<file path="config.mk">
export PLATFORM = sky130hd
export DESIGN_NAME = addsub_arbiter
export DESIGN_NICKNAME = d
export VERILOG_FILES = /design/src/rtl/addsub_arbiter.sv
export SDC_FILE = /design/constraint.sdc
export NUM_CORES = 1
export LEC_CHECK = 0
export CAP_MARGIN = 10
export CORE_AREA = 2 2 53 55
export CTS_CLUSTER_SIZE = 40
export DETAILED_ROUTE_END_ITERATION = 8
export DIE_AREA = 0 0 55 57
export PLACE_DENSITY = 0.76
export SLEW_MARGIN = 20
export SYNTH_ARGS = -nofsm -noshare
export SYNTH_HDL_FRONTEND = slang
export SYNTH_SLANG_ARGS = --single-unit
</file>
<file path="constraint.sdc">
create_clock -name Clk -period 2.8 [get_ports Clk]
set_input_delay 0.56 -clock Clk [delete_from_list [all_inputs] [get_ports Clk]]
set_output_delay 0.56 -clock Clk [all_outputs]
set_load 0.03 [all_outputs]
</file>
<file path="src/rtl/addsub_arbiter.sv">
// Two-port round-robin arbiter in front of one shared 4-bit add/subtract unit.
// Each port runs req/gnt/done/ack; the registered result is held until the winner acknowledges it.

module add_sub (
  input  logic [3:0] a_i,
  input  logic [3:0] b_i,
  input  logic       sub_i,
  output logic [3:0] sum_o,
  output logic       ovf_o
);
  // Ripple carry; subtraction is A + ~B + 1 with the +1 injected as carry-in.
  always_comb begin
    logic [4:0] c;
    logic       bx;
    c     = '0;
    bx    = 1'b0;
    sum_o = '0;
    c[0]  = sub_i;
    for (int i = 0; i < 4; i++) begin
      bx       = b_i[i] ^ sub_i;
      sum_o[i] = a_i[i] ^ bx ^ c[i];
      c[i+1]   = (a_i[i] & bx) | (a_i[i] & c[i]) | (bx & c[i]);
    end
    ovf_o = c[3] ^ c[4];
  end
endmodule

module addsub_arbiter #(
  parameter logic RR_INIT = 1'b0
) (
  input  logic       Clk,
  input  logic       Rst,
  input  logic       Req0,
  input  logic [3:0] OpA0,
  input  logic [3:0] OpB0,
  input  logic       OpSel0,
  input  logic       Ack0,
  output logic       Gnt0,
  output logic       Done0,
  input  logic       Req1,
  input  logic [3:0] OpA1,
  input  logic [3:0] OpB1,
  input  logic       OpSel1,
  input  logic       Ack1,
  output logic       Gnt1,
  output logic       Done1,
  output logic [3:0] Sum,
  output logic       Overflow,
  output logic       Busy,
  output logic [1:0] State
);
  // Handshake: a port's Req is sampled only in IDLE; Gnt pulses for the single EXEC
  // cycle; Done stays high through WAIT until the winner's Ack is seen on an edge.
  typedef enum logic [1:0] {IDLE = 2'd0, EXEC = 2'd1, WAIT = 2'd2} state_t;

  state_t     state_q, state_d;
  logic       ptr_q, ptr_d;
  logic       win_q, win_d;
  logic [3:0] a_q, a_d, b_q, b_d;
  logic       sel_q, sel_d;
  logic       gnt0_q, gnt0_d, gnt1_q, gnt1_d;
  logic       done0_q, done0_d, done1_q, done1_d;
  logic [3:0] sum_q, sum_d;
  logic       ovf_q, ovf_d;
  logic       busy_q, busy_d;

  logic [3:0] alu_sum;
  logic       alu_ovf;

  add_sub u_add_sub (
    .a_i   (a_q),
    .b_i   (b_q),
    .sub_i (sel_q),
    .sum_o (alu_sum),
    .ovf_o (alu_ovf)
  );

  always_comb begin
    state_d = state_q;
    ptr_d   = ptr_q;
    win_d   = win_q;
    a_d     = a_q;
    b_d     = b_q;
    sel_d   = sel_q;
    gnt0_d  = gnt0_q;
    gnt1_d  = gnt1_q;
    done0_d = done0_q;
    done1_d = done1_q;
    sum_d   = sum_q;
    ovf_d   = ovf_q;
    busy_d  = busy_q;
    unique case (state_q)
      IDLE: begin
        if (Req0 || Req1) begin
          win_d   = (Req0 && Req1) ? ptr_q : Req1;
          a_d     = win_d ? OpA1 : OpA0;
          b_d     = win_d ? OpB1 : OpB0;
          sel_d   = win_d ? OpSel1 : OpSel0;
          gnt0_d  = ~win_d;
          gnt1_d  = win_d;
          busy_d  = 1'b1;
          state_d = EXEC;
        end
      end
      EXEC: begin
        sum_d   = alu_sum;
        ovf_d   = alu_ovf;
        gnt0_d  = 1'b0;
        gnt1_d  = 1'b0;
        done0_d = ~win_q;
        done1_d = win_q;
        state_d = WAIT;
      end
      WAIT: begin
        if (win_q ? Ack1 : Ack0) begin
          done0_d = 1'b0;
          done1_d = 1'b0;
          busy_d  = 1'b0;
          ptr_d   = ~win_q;
          state_d = IDLE;
        end
      end
      default: state_d = IDLE;
    endcase
  end

  always_ff @(posedge Clk or posedge Rst) begin
    if (Rst) begin
      state_q <= IDLE;
      ptr_q   <= RR_INIT;
      win_q   <= 1'b0;
      a_q     <= '0;
      b_q     <= '0;
      sel_q   <= 1'b0;
      gnt0_q  <= 1'b0;
      gnt1_q  <= 1'b0;
      done0_q <= 1'b0;
      done1_q <= 1'b0;
      sum_q   <= '0;
      ovf_q   <= 1'b0;
      busy_q  <= 1'b0;
    end else begin
      state_q <= state_d;
      ptr_q   <= ptr_d;
      win_q   <= win_d;
      a_q     <= a_d;
      b_q     <= b_d;
      sel_q   <= sel_d;
      gnt0_q  <= gnt0_d;
      gnt1_q  <= gnt1_d;
      done0_q <= done0_d;
      done1_q <= done1_d;
      sum_q   <= sum_d;
      ovf_q   <= ovf_d;
      busy_q  <= busy_d;
    end
  end

  assign Gnt0     = gnt0_q;
  assign Gnt1     = gnt1_q;
  assign Done0    = done0_q;
  assign Done1    = done1_q;
  assign Sum      = sum_q;
  assign Overflow = ovf_q;
  assign Busy     = busy_q;
  assign State    = state_q;
endmodule
</file>
# == Word-level counts from Yosys, hierarchy flattened ==
# Index checks and enable logic that the tools add are counted.
# word_totals
ff_bits,23
in_bits,24
out_inout_bits,12
word_cells,81
# op_classes
n_eq_ne,4
muxes,17
bitwise,35
reduce_logical,12
# ops
operator,n
1-bit XOR,13
1-bit bitwise AND,12
1-bit one-hot mux with 2 select lines,5
2-bit AND reduction,5
4-bit 2-to-1 mux,2
1-bit bitwise OR,8
1-bit 2-to-1 mux,7
2-bit one-hot mux with 3 select lines,1
2-bit nonzero test,3
2-bit 2-to-1 mux,2
"2-bit != test, second input constant",2
3-bit AND reduction,1
"2-bit by 1-bit equality test with 1-bit output, second input constant",1
"2-bit equality test, second input constant",1
2-bit logical NOT,1
1-bit inverter,2
1-bit logical AND,1
1-bit logical OR,1

# == Longest topological paths before layout ==
# depth
word_depth,14
ltp_mapped,7
depth_no_buf,7

# == Cells and area by module ==
# From an unflattened synthesis, not the netlist that was laid out.
# unflattened
hier_cells,128
hier_area_um2,1216.2
# by_module_without_submodules
mod,instances,cells_each,area_each_um2,seq_area_each_um2
addsub_arbiter,1,114,1082.3,575.6
add_sub,1,14,133.9,0.0

# == Worst setup path before layout ==
# OpenSTA, ideal clock, no wires.
# synth_path
path_type,reg2reg
startpoint,reg sel_q
endpoint,reg ovf_q (netlist: Overflow)
setup_time_ps,127
t_arrival_ps,1849
t_required_ps,2673
slack_ps,824
path_stages_with_launch,8
path_buffers,0
period_less_slack_ps,1976
cell_sequence,dfrtp_1 xor2_1 fa_1 inv_1 fa_1 fa_1 xnor2_1 o21ai_0
# synth_via
elab_chain_cells,14
elab_cells_between_ends,25
classes_between,bitwise: 25
# synth_rtl
item,line,text
"start, declared",60,"logic sel_q, sel_d;"
"start signal, assigned",148,sel_q <= sel_d;
1-bit XOR,20,bx = b_i[i] ^ sub_i;
1-bit bitwise AND,22,c[i+1] = (a_i[i] & bx) | (a_i[i] & c[i]) | (bx & c[i]);
1-bit bitwise OR (2 in a row),22,
1-bit bitwise AND,22,
1-bit bitwise OR (2 in a row),22,
1-bit bitwise AND,22,
1-bit bitwise OR (2 in a row),22,
1-bit bitwise AND,22,
1-bit bitwise OR (2 in a row),22,
1-bit XOR (*),24,ovf_o = c[3] ^ c[4];
"end signal, assigned",154,ovf_q <= ovf_d;
"end, declared",64,"logic ovf_q, ovf_d;"
# Every way passes the cells marked *; elsewhere a longest branch is shown, timed or not.
# A chain may end at the register's enable or synchronous reset.

# == Final worst setup path ==
# Same ends and word-level chain as after synthesis.

==> impl_metrics.env <==
export IMPL_numPortBuffers=35
export IMPL_first_global_vias=823
export IMPL_synth_warnings=0
export IMPL_total_power_mw=1.70
export IMPL_routed_via_count=853
export IMPL_dpl_hpwl_um=1700
export IMPL_io_pins=36
export IMPL_postCtsSetupRepairBufs=0
export IMPL_crit_chain="xor2_1 > fa_1 > inv_1 > fa_1 > fa_1 > xnor2_1 > o21ai_0"
export IMPL_initial_core_util_pct=42.6
export IMPL_syn_nets=125
export IMPL_power_leakage_nw=0.653
export IMPL_synth_most_common_cell="dfrtp_1"
export IMPL_rsz0062_at_grt="false"
export IMPL_path_class="flop to flop"
export IMPL_regArea_um2=576
export IMPL_cts_resized=0
export IMPL_crit_family="adder cells"
export IMPL_cts_root_buf="clkbuf_4"
export IMPL_final_antenna_net_count=0
export IMPL_nets=160
export IMPL_synthDominantCellAreaShare_pct=51.6
export IMPL_clock_path_buffers=2
export IMPL_fp_dieW_um=55
export IMPL_async_flop_share_pct=100
export IMPL_routed_via_density=5.23
export IMPL_crit_path_max_fanout=5
export IMPL_grtUsageTotal_pct=15.3
export IMPL_slowest_stage="dfrtp_1"
export IMPL_hold_class="flop to flop"
export IMPL_fin_crit_ps=2100
export IMPL_clk_pin_slew_ps=120
export IMPL_clkSinkCount=23
export IMPL_dieArea_um2=3140
export IMPL_antenna_found_initial=0
export IMPL_synth_top_flop_cell="dfrtp_1"
export IMPL_end_kind="flop"
export IMPL_synthTopCellsByArea="dfrtp_1 (52%), a221o_1 (8.1%), and4_1 (7.1%), fa_1 (5.4%), o21ai_0 (3.6%)"
export IMPL_slew_headroom_pct=45.7
export IMPL_core_area_um2=2620
export IMPL_fmaxAchievable_mhz=477
export IMPL_first_pass_iters=2
export IMPL_worst_slew_pin_slew_ps=814
export IMPL_cts_buffers=3
export IMPL_crit_required_ps=2980
export IMPL_netlist_instances=98
export IMPL_avgSynthCellArea_um2=11.4
export IMPL_fin_area_um2=1500
export IMPL_drive_gt1_share_pct=6.82
export IMPL_arrival_ps=2280
export IMPL_status="completed"
export IMPL_grt_start_max_net_pins=24
export IMPL_htree_num_levels=1
export IMPL_synth_seq_cells=23
export IMPL_synth_area_leader_cell="dfrtp_1"
export IMPL_wirelength_um=2090
export IMPL_p_per_area_nw_per_um2=1130
export IMPL_setup_viol=0
export IMPL_area_delta_synth_final_pct=34.6
export IMPL_period_share_pct=74.9
export IMPL_setup_tns_ps=0
export IMPL_critPathMostFrequentCell="fa_1"
export IMPL_cp_num_buf_inv=1
export IMPL_die_h_um=57
export IMPL_diodes=0
export IMPL_maxCapViolCount=0
export IMPL_drc=0
export IMPL_gp_congestion=0.749
export IMPL_clock_latency_ps=300
export IMPL_grt_pass1_wl_um=3480
export IMPL_peakVddDrop_mv=0.553
export IMPL_crit_path_start_kind="flop"
export IMPL_syn_area_um2=1110
export IMPL_cts_tree="built"
export IMPL_yosysSeqAreaShare_pct=51.6
export IMPL_cts_hold_buf=0
export IMPL_num_rows=19
export IMPL_routedWlPerCell_um=12.8
export IMPL_hold_viol=0
export IMPL_skew_ps=6.02
export IMPL_reg2reg_slack_ps=700
export IMPL_drv_slew=0
export IMPL_yosysUniqueCellTypes=24
export IMPL_gr_total_overflow=0
export IMPL_n_fill_cell=240
export IMPL_drt_initial_drc_count=10
export IMPL_cp_slowest_stage_delay_ps=460
export IMPL_postPlaceCellArea_um2=1470
export IMPL_yosys_top_cells_count="dfrtp_1 (23), nand2_1 (10), a221o_1 (9), and4_1 (9)"
export IMPL_multi_input_comb_area_um2=479
export IMPL_synth_enable_flop_cells=0
[final timing paths]
| check | startpoint | depth (start not counted) | end |
|---|---|---|---|
| max | sel_q | 7 | Overflow |
| min | Sum[1] | 2 | Sum[1] |
| max reg2reg | sel_q | 7 | Overflow |
| min reg2reg | Sum[1] | 2 | Sum[1] |
| max in group asynchronous | Rst | 2 | a_q[2] |
| min in group asynchronous | Rst | 2 | Done1 |
[cells by family after synthesis]
family / synth area share, %
AND/OR/NAND/NOR: 15.3
AO/OA/AOI/OAI: 16.4
flip-flops: 51.6
buffers and inverters: 5.39
XOR/XNOR: 3.93
adder cells (fa/ha/maj): 5.39
multiplexers: 2.02
[routing by layer]
layer  wire length (µm)  vias to the layer above  track usage, %
met5                  0                        -               0
met3                110                        6            2.09
met4                 62                        0            9.41
met2                989                       31            24.1
met1                924                      393            19.5
li1                   -                      423               -
[tightest hold or removal path, delay by kind of cell (launching register included)]
kind,cells,cell delay [ps]
flip-flops,1,360
AND/OR/NAND/NOR,2,100
[registers in the layout (all words and copies together) (netlist names)]
signal    cells
a_q           4
Gnt0          1
Gnt1          1
Busy          1
ptr_q         1
b_q           4
Sum           4
Overflow      1
win_q         1
State         2
Done0         1
sel_q         1
Done1         1
[power breakdown]
part | internal (mW) | switching [mW]
clock network | 0.0556 | 0.0928
registers | 0.490 | 0.134
logic | 0.448 | 0.477
total | 0.993 | 0.704
[stage by stage]
stage                     instances  setup slack (ps)  utilization (%)  hold WS [ps]
after detailed placement        159               694             56.4           464
after floorplan                  98               824                -           480
final                           163               703             57.4           490
after global routing            163               545             57.4           526
after global placement          159               768             56.4           458
after CTS                       163               678             57.4           494
[layout make-up]
type                       count  area share (%)
tap                           31            2.59
clock buffer                   4            1.75
inverter                       8            2.00
sequential                    23            38.4
multi-input combinational     62            31.9
timing repair buffer          35            23.4
[cells in the final DEF, fill, tap and decap left out, drive strengths merged, types with 2 or more instances in the layout]
cell and n:
a221o 9, a31o 2, and3 2, and4 9, clkbuf 4, clkdlybuf4s50 35, dfrtp 23, fa 3
inv 8, mux2 2, nand2 10, nand2b 3, nor2 2, nor2b 2, o21ai 9, xnor2 4
No activity file was read; power rests on OpenSTA's default activity.
